<file path="src/rtl/player_motion_ctrl_pkg.sv">
// player_motion_ctrl_pkg: motion FSM state encoding and screen bounds,
// shared with the overlay and draw controllers.
package player_motion_ctrl_pkg;

    typedef enum logic [2:0] {
        S_IDLE  = 3'd0,
        S_RISE  = 3'd1,
        S_HOVER = 3'd2,
        S_FALL  = 3'd3,
        S_DEAD  = 3'd4
    } motion_state_t;

    localparam logic [7:0] SCREEN_WIDTH  = 8'd160;
    localparam logic [6:0] SCREEN_HEIGHT = 7'd120;

endpackage

</file>
<file path="src/rtl/player_motion_ctrl_rise_edge_detect.sv">
// rise_edge_detect: one-cycle pulse on a rising edge of a level input.
module rise_edge_detect (
    input  logic clock,
    input  logic reset,
    input  logic in,
    output logic pulse
);

    logic q;

    // Track the input through reset too, so a level held across reset is
    // already "seen" and does not produce a pulse once reset releases.
    always_ff @(posedge clock) begin
        q <= in;
    end

    assign pulse = in & ~q & ~reset;

endmodule

</file>
<file path="src/rtl/player_motion_ctrl.sv">
// player_motion_ctrl: per-frame player sprite position, jump FSM
// (rise/hover/fall), sticky game-over latch and jump counter.
// Optional feature macro: DOUBLE_JUMP_EN (one extra airborne jump per landing).
module player_motion_ctrl
    import player_motion_ctrl_pkg::*;
#(
    parameter logic [7:0] PLAYER_X     = 8'd20,
    parameter logic [6:0] GROUND_Y     = 7'd100,
    parameter logic [6:0] JUMP_HEIGHT  = 7'd30,
    parameter logic [6:0] RISE_STEP    = 7'd3,
    parameter logic [6:0] FALL_STEP    = 7'd2,
    parameter logic [3:0] HOVER_FRAMES = 4'd4
) (
    input  logic       clock,
    input  logic       reset,
    input  logic       frame_tick,
    input  logic       jump_req,
    input  logic       sig_collision,
    output logic [7:0] player_x,
    output logic [6:0] player_y,
    output logic       airborne,
    output logic       game_over,
    output logic [7:0] jump_count
);

    localparam logic [6:0] APEX_FIXED = GROUND_Y - JUMP_HEIGHT;
    localparam logic [3:0] HOVER_LAST = HOVER_FRAMES - 4'd1;

    motion_state_t state, state_next;
    logic [6:0] y_next;
    logic [3:0] hover_cnt, hover_next;
    logic [7:0] count_next;
    logic       jump_pulse;
    logic       take_jump;
    logic [6:0] apex;
    logic [7:0] rise_floor;
    logic [6:0] rise_y;
    logic [7:0] fall_sum;
    logic [6:0] fall_y;

`ifdef DOUBLE_JUMP_EN
    logic [6:0] apex_q, apex_next;
    logic       credit_q, credit_next;
    logic [6:0] dj_apex;
    assign apex    = apex_q;
    assign dj_apex = ({1'b0, player_y} >= {1'b0, JUMP_HEIGHT}) ? player_y - JUMP_HEIGHT : '0;
`else
    assign apex = APEX_FIXED;
`endif

    assign player_x = PLAYER_X;

    rise_edge_detect u_jump_edge (
        .clock (clock),
        .reset (reset),
        .in    (jump_req),
        .pulse (jump_pulse)
    );

    // Next-state, position, hover and counter logic; priority collision > jump > tick.
    always_comb begin
        state_next = state;
        y_next     = player_y;
        hover_next = hover_cnt;
        count_next = jump_count;
        take_jump  = 1'b0;
`ifdef DOUBLE_JUMP_EN
        apex_next   = apex_q;
        credit_next = credit_q;
`endif
        // Clamped steps in 8 bits: never pass the apex going up or ground going down.
        rise_floor = {1'b0, apex} + {1'b0, RISE_STEP};
        rise_y     = ({1'b0, player_y} >= rise_floor) ? player_y - RISE_STEP : apex;
        fall_sum   = {1'b0, player_y} + {1'b0, FALL_STEP};
        fall_y     = (fall_sum >= {1'b0, GROUND_Y}) ? GROUND_Y : fall_sum[6:0];

        if (state != S_DEAD && sig_collision) begin
            state_next = S_DEAD;
        end else if (state == S_IDLE && jump_pulse) begin
            state_next = S_RISE;
            take_jump  = 1'b1;
`ifdef DOUBLE_JUMP_EN
            apex_next = dj_apex;
        end else if ((state == S_RISE || state == S_HOVER || state == S_FALL)
                     && jump_pulse && credit_q) begin
            state_next  = S_RISE;
            take_jump   = 1'b1;
            credit_next = 1'b0;
            apex_next   = dj_apex;
`endif
        end else if (frame_tick) begin
            case (state)
                S_RISE: begin
                    y_next = rise_y;
                    if (rise_y == apex) begin
                        state_next = S_HOVER;
                        hover_next = '0;
                    end
                end
                S_HOVER: begin
                    if (hover_cnt == HOVER_LAST) state_next = S_FALL;
                    else hover_next = hover_cnt + 4'd1;
                end
                S_FALL: begin
                    y_next = fall_y;
                    if (fall_y == GROUND_Y) begin
                        state_next = S_IDLE;
`ifdef DOUBLE_JUMP_EN
                        credit_next = 1'b1;
`endif
                    end
                end
                default: ;
            endcase
        end

        if (take_jump && jump_count != 8'hFF) count_next = jump_count + 8'd1;
    end

    // Registered state and outputs; reset returns the sprite to the ground at once.
    always_ff @(posedge clock) begin
        if (reset) begin
            state      <= S_IDLE;
            player_y   <= GROUND_Y;
            hover_cnt  <= '0;
            jump_count <= '0;
            game_over  <= 1'b0;
            airborne   <= 1'b0;
`ifdef DOUBLE_JUMP_EN
            apex_q   <= APEX_FIXED;
            credit_q <= 1'b1;
`endif
        end else begin
            state      <= state_next;
            player_y   <= y_next;
            hover_cnt  <= hover_next;
            jump_count <= count_next;
            game_over  <= game_over | (state_next == S_DEAD);
            airborne   <= (state_next == S_RISE) || (state_next == S_HOVER) || (state_next == S_FALL);
`ifdef DOUBLE_JUMP_EN
            apex_q   <= apex_next;
            credit_q <= credit_next;
`endif
        end
    end

endmodule

</file>
<file path="config.mk">
export PLATFORM = sky130hd
export DESIGN_NAME = player_motion_ctrl
export DESIGN_NICKNAME = d
export VERILOG_FILES = /design/src/rtl/player_motion_ctrl_pkg.sv /design/src/rtl/player_motion_ctrl_rise_edge_detect.sv /design/src/rtl/player_motion_ctrl.sv
export SDC_FILE = /design/constraint.sdc
export NUM_CORES = 1
export LEC_CHECK = 0
export ABC_AREA = 1
export ABC_CLOCK_PERIOD_IN_PS = 2050
export CORE_MARGIN = 5
export CORE_UTILIZATION = 40
export DETAILED_ROUTE_END_ITERATION = 16
export HOLD_SLACK_MARGIN = 0.15
export PLACE_DENSITY = 0.64
export SLEW_MARGIN = 20
export SYNTH_ARGS = -nofsm -noshare
export SYNTH_HDL_FRONTEND = slang
export SYNTH_SLANG_ARGS = --single-unit
</file>
<file path="constraint.sdc">
create_clock -name clock -period 2.05 [get_ports clock]
set_input_delay 0.5125 -clock clock [delete_from_list [all_inputs] [get_ports clock]]
set_output_delay 0.5125 -clock clock [all_outputs]
set_load 0.01 [all_outputs]
</file>
==> out/qor.csv, run 1 <==
metric,value,unit
status,completed,
max cap viols,0,
Peak VDD IR,315,uV
Tmin final,1.92,ns
"Hold Violations, Final",0,
CTS tree,built,
cell family with most CP delay,compound AO/OA/AOI/OAI gates,
Place WS,-0.0524,ns
clk sinks,25,
global-route wire length before repair,6520,um
"most common cell after layout, fill and taps aside",nand2_1,
remaining routing DRC violations,0,
max layer used,met4,
Yosys reg bits,25,
First-pass DRT Iterations,4,
"Slew Viols, Final",0,
Final period util,93.8,%
Initial Util,40.8,%
Mean Syn Cell Area,7.10,sq um
NumNets Final,296,
Worst setup SP type,flop,
Setup CP Type,flop to flop,
starting DRC count in detailed routing,48,
routability cong.,0.842,
Worst path slowest cell,dfxtp_4,
crit-path cells,buf_6 -> ha_2 -> nand2_2 -> nand2_2 -> xor2_2 -> o21ai_2 -> nand2_2 -> o21ai_4 -> nand2_4 -> o21ai_4 -> nor2_1,
Worst Reg-to-Reg Cells,11,
Yosys warning count,0,
Syn-to-layout area delta,24.0,%
number of antenna diodes,0,
Critical Path RT,2.21,ns
GRT Total Usage,12.9,%
Mapped Area,1750,sq um
fmax,520,MHz
die area,5810,sq um
Root Buffer,clkbuf_8,
critical path capture point type,flop,
Setup Viol. Count Final,0,
initial antenna violation count,0,
Core Rows,24,
vias per cell,4.85,
WL met2,1740,um
Total Power,0.000887,W
IO Pins,30,
"Max FO, Critical Path",7,
leading area contributor after synthesis,dfxtp_1,
Min-Delay Path Class,flop to flop,
worst skew pair latency,0.26,ns
PwrDens,408,nW/um^2
Fillers,434,
multi-input combinational cell area,1090,sq um
Post-Syn Instances,247,
max incr delay on CP,0.37,ns
met3 WL,150,um
worst setup margin,0.126,ns
WP depth,11,
Clock Tree Buf Depth,2,
hold_buf cts,0,
HPWL after DPL,2920,um
Core Box Area,4290,sq um
vias in the first global route,1504,
WL/cell,11.4,um
Hold Path Cell Cnt,2,
IO Port Bufs,21,
M1 wire length,1850,um
cts bufs inserted,3,
pin count of the biggest net entering global routing,14,
count of antenna-violating nets left after detailed routing,0,
Unique masters post-synth,36,
Pleak,0.908,nW
final WL,3790,um
Bufs and invs on worst path,1,
Die Wd,76.2,um
H-tree depth,1,
largest cells by area after synthesis,"dfxtp_1 (29%), nand2_1 (7.9%), ha_1 (6.4%)",
total congestion overflow,0,
most frequent cells in the layout,"nand2_1 (35), inv_1 (28), dfxtp_1 (21), clkdlybuf4s50_1 (21)",
top-area cell type share of the netlist area,28.6,%
clock-pin slew on the worst setup and hold paths,0.08,ns
layout cells sized above 1,22.8,%
CP Data Arrival Time,2.08,ns
clock skew,0.00310,ns
Die Height,76.2,um
post-synthesis sequential area ratio,28.6,%
register area,508,sq um
via count,1615,
unrepaired setup endpoints after global routing,no,
Post-Route Setup TNS,0,ns
CP most frequent cell,nand2_2,
## layout make-up
cell class | count | area share, %
Sequential cell | 25 | 23.4
Inverter | 40 | 6.91
Clock buffer | 4 | 2.07
Multi-Input combinational cell | 177 | 50.0
Timing Repair Buffer | 35 | 14.7
Tap cell | 52 | 2.99
## timing repair
item | in CTS | in global routing
endpoints found under the setup margin | 1 | 11
pin swaps | 0 | 6
resized for setup | 1 | 17
endpoints found under the hold margin | 0 | 0
setup buffers | 0 | 2
## worst register-to-register path, cell delays in order, from the launching register on
cell,delay [ns]
dfxtp_4,0.37
buf_6,0.12
ha_2,0.18
nand2_2,0.07
nand2_2,0.06
xor2_2,0.16
o21ai_2,0.16
nand2_2,0.10
o21ai_4,0.20
nand2_4,0.12
o21ai_4,0.20
nor2_1,0.07
## cells by family (layout without fill, tap and decap cells)
| group | count (synthesis) | count (layout) | synth area share, % |
|---|---|---|---|
| xor+xnor | 4 | 4 | 2.00 |
| flops | 25 | 25 | 28.6 |
| other cells | 2 | 8 | 0.428 |
| compound gates | 46 | 46 | 17.4 |
| simple gates | 110 | 110 | 32.1 |
| fa+ha+maj | 9 | 9 | 6.42 |
| buf+inv | 51 | 79 | 13.1 |
## per-stage QoR
| stage | hold slack, ns | cell area, sq um | utilization [%] | std cells |
|---|---|---|---|---|
| floorplan | 0.476 | 1780 | - | 253 |
| global placement | 0.449 | 2060 | 48.0 | 327 |
| detailed placement | 0.446 | 2060 | 48.0 | 327 |
| CTS | 0.463 | 2110 | 49.1 | 331 |
| global route | 0.475 | 2170 | 50.6 | 333 |
| finish | 0.456 | 2170 | 50.6 | 333 |
## synthesized netlist by cell type (all sizes together)
cell type	n
a211oi	1
a21oi	18
a221oi	1
a31o	1
a31oi	3
buf	10
clkbuf	1
clkinv	1
conb	2
dfxtp	25
ha	9
inv	39
nand2	42
nand3	23
nand4	4
nor2	22
nor3	17
nor4	2
o21a	1
o21ai	19
o221ai	1
o31ai	1
xor2	4
## final timing paths
path               startpoint            to  slack (ns)
setup reg to reg  player_y[1]  hover_cnt[0]        0.13
setup / recovery  player_y[1]  hover_cnt[0]        0.13
hold / removal      game_over     game_over        0.46
hold reg to reg     game_over     game_over        0.46
## flip-flops by register name, indices dropped and copies added (netlist names)
| register | cells |
|---|---|
| u_jump_edge.q | 1 |
| hover_cnt | 4 |
| airborne | 1 |
| jump_count | 8 |
| state | 3 |
| player_y | 7 |
| game_over | 1 |
## layer usage
metal	GRT usage, %	vias to the layer above
met5	0	-
met4	4.20	0
met3	1.54	4
met2	21.2	34
met1	17.4	710
li1	-	867
## power by group
group / switching (W) / internal [W]
Clock: 0.000148 / 0.000139
Sequential: 0.00000787 / 0.000493
Combinational: 0.0000595 / 0.0000404
(Power assumes the default switching activity.)
==> inputs of run 2 (changes only) <==
--- a/config.mk
+++ b/config.mk
@@ -8,10 +8,10 @@
 export ABC_AREA = 1
 export ABC_CLOCK_PERIOD_IN_PS = 2050
 export CORE_MARGIN = 5
-export CORE_UTILIZATION = 40
+export CORE_UTILIZATION = 53
 export DETAILED_ROUTE_END_ITERATION = 16
 export HOLD_SLACK_MARGIN = 0.15
-export PLACE_DENSITY = 0.64
+export PLACE_DENSITY = 0.81
 export SLEW_MARGIN = 20
 export SYNTH_ARGS = -nofsm -noshare
 export SYNTH_HDL_FRONTEND = slang
==> run 2 against run 1 <==
  * Setup slack got worse by 0.057 ns
  * Critical path depth increased by 1
  * Clock power decreased by 21%
  * Routed wire length increased by 3.4%
  * Clock skew increased by 0.0037 ns
  * Fmax decreased by 2.9%
  * Sequential share of layout area increased by 0.57 points
  * Cell area decreased by 2.1%
  * Critical endpoint is now hover_cnt[2]
  * Largest cell class unchanged
  * Largest power group unchanged
==> out/qor.csv, run 2 (synthesized netlist as in run 1, its figures left out) <==
metric,value,unit,change
status,completed,,
fmax,505,MHz,-2.9%
cts bufs inserted,3,,unchanged
Worst path slowest cell,dfxtp_4,,
Finished Cell Area,2130,sq um,-2.1%
Setup Viol. Count Final,0,,unchanged
IO Port Bufs,21,,unchanged
Tmin final,1.98,ns,+0.0573 ns
NumNets Final,293,,-1.0%
Total Power,0.000828,W,-6.7%
M1 wire length,1720,um,-7.4%
IO Pins,30,,unchanged
Setup CP Type,flop to flop,,
initial antenna violation count,0,,unchanged
max reg flops,8,,unchanged
Die Wd,67.5,um,-11%
GRT Total Usage,18.7,%,+5.8 points
clock skew,0.00683,ns,+0.00372 ns
register with the most flip-flops,jump_count,,
RR Startpoint,player_y[1],,
global-route wire length before repair,6720,um,+3.1%
Worst Hold Launch,game_over,,
WL met2,1900,um,+9.1%
H-tree depth,1,,unchanged
Bufs and invs on worst path,2,,+1
met3 WL,255,um,+70%
Worst R2R End,hover_cnt[2],,
vias per cell,5.20,,+7.3%
Worst Reg-to-Reg Cells,12,,+1
Min-Delay Path Class,flop to flop,,
"Hold Violations, Final",0,,unchanged
Clock Tree Buf Depth,2,,unchanged
worst hold path endpoint,game_over,,
clock-pin slew on the worst setup and hold paths,0.15,ns,+0.07 ns
CP Launch Point,player_y[1],,
Critical Path RT,2.31,ns,+0.10 ns
via count,1675,,+3.7%
Die Height,67.5,um,-11%
max incr delay on CP,0.39,ns,+0.02 ns
reg2reg setup slack,0.07,ns,-0.06 ns
"Max FO, Critical Path",7,,unchanged
"most common cell after layout, fill and taps aside",nand2_1,,
Core Rows,20,,-17%
Pleak,0.876,nW,-3.5%
max layer used,met4,,
number of antenna diodes,0,,unchanged
Initial Util,56.5,%,+16 points
Core Box Area,3100,sq um,-28%
First-pass DRT Iterations,4,,unchanged
"Slew Viols, Final",0,,unchanged
Post-Route Setup TNS,0,ns,unchanged
remaining routing DRC violations,0,,unchanged
Peak VDD IR,362,uV,+15%
worst skew pair latency,0.32,ns,+0.06 ns
critical path capture point type,flop,,
CP most frequent cell,nand2_2,,
starting DRC count in detailed routing,124,,+160%
crit-path cells,buf_4 -> ha_4 -> nand2_2 -> nand2_2 -> xor2_2 -> o21ai_2 -> nand2_2 -> o21ai_4 -> nand2_4 -> o21ai_2 -> inv_1 -> nor3_2,,
Hold Path Cell Cnt,2,,unchanged
HPWL after DPL,2990,um,+2.2%
final WL,3920,um,+3.4%
Final period util,96.6,%,+2.8 points
placed instance area,2040,sq um,-1.2%
cell family with most CP delay,simple AND/OR/NAND/NOR gates,,
layout cells sized above 1,21.6,%,-1.2 points
Regs by FF count,"jump_count (8), player_y (7), hover_cnt (4)",,
WP depth,12,,+1
PwrDens,389,nW/um^2,-4.6%
Worst setup SP type,flop,,
CTS tree,built,,
count of antenna-violating nets left after detailed routing,0,,unchanged
clk sinks,25,,unchanged
max cap viols,0,,unchanged
vias in the first global route,1614,,+7.3%
WL/cell,12.2,um,+6.9%
CP Data Arrival Time,2.24,ns,+0.16 ns
total congestion overflow,0,,unchanged
Syn-to-layout area delta,21.3,%,
routability cong.,0.893,,+6.1%
Root Buffer,clkbuf_4,,
die area,4560,sq um,-22%
most frequent cells in the layout,"nand2_1 (35), inv_1 (29), clkdlybuf4s50_1 (21)",,
pin count of the biggest net entering global routing,16,,+2
-- run 2: changes by cell type in the layout (fill, tap and decap cells not counted), sizes merged --
| cell | change |
|---|---|
| buf | -3 |
| clkbuf | -1 |
| clkinvlp | +1 |
-- run 2: cell type report --
type                       instances  area [sq um]
tap                               44          55.1
inverter                          40           150
fill                             290           976
sequential                        25           509
multi-input combinational        177          1090
clock inverter                     1          7.51
clock buffer                       3          22.5
timing repair buffer              32           293
-- run 2: worst max-delay path by stage --
stage	endpoint	slack, ns
2_1_floorplan	hover_cnt[2]	0.14
3_3_place_gp	jump_count[4]	-0.04
3_5_place_dp	jump_count[4]	-0.09
4_1_cts	hover_cnt[2]	0.04
5_1_grt	hover_cnt[2]	-0.03
6_report	hover_cnt[2]	0.07
-- run 2: what timing repair did --
action,CTS,global route
pin swaps,0,8
hold buffers,0,0
setup endpoints to repair,1,11
resized for setup,1,15
buffers inserted,0,1
-- run 2: metrics by stage --
step           worst slack [ns]  hold slack (ns)  util, %  cells
2_1_floorplan             0.139            0.476        -    253
3_3_place_gp            -0.0367            0.438     65.6    317
3_5_place_dp            -0.0901            0.448     65.6    317
4_1_cts                  0.0418            0.469     66.7    321
5_1_grt                 -0.0254            0.509     68.5    322
6_report                 0.0691            0.469     68.5    322
-- run 2: report_power, final --
part	total [W]	internal (W)	switching [W]
clock network	0.000227	0.0000743	0.000152
logic	0.0000990	0.0000393	0.0000596
registers	0.000503	0.000494	0.00000860
total	0.000828	0.000608	0.000221
-- run 2: worst min-delay path: stages, from the launching register on --
cell and delay (ns):
dfxtp_1 0.34, nand2_1 0.06, nand2_1 0.05
-- run 2: metal layers --
layer / global-route usage, % / vias to the layer above
met4: 6.08 / 0
met1: 24.4 / 749
met3: 3.16 / 6
met2: 31.0 / 52
li1: - / 868
met5: 0 / -
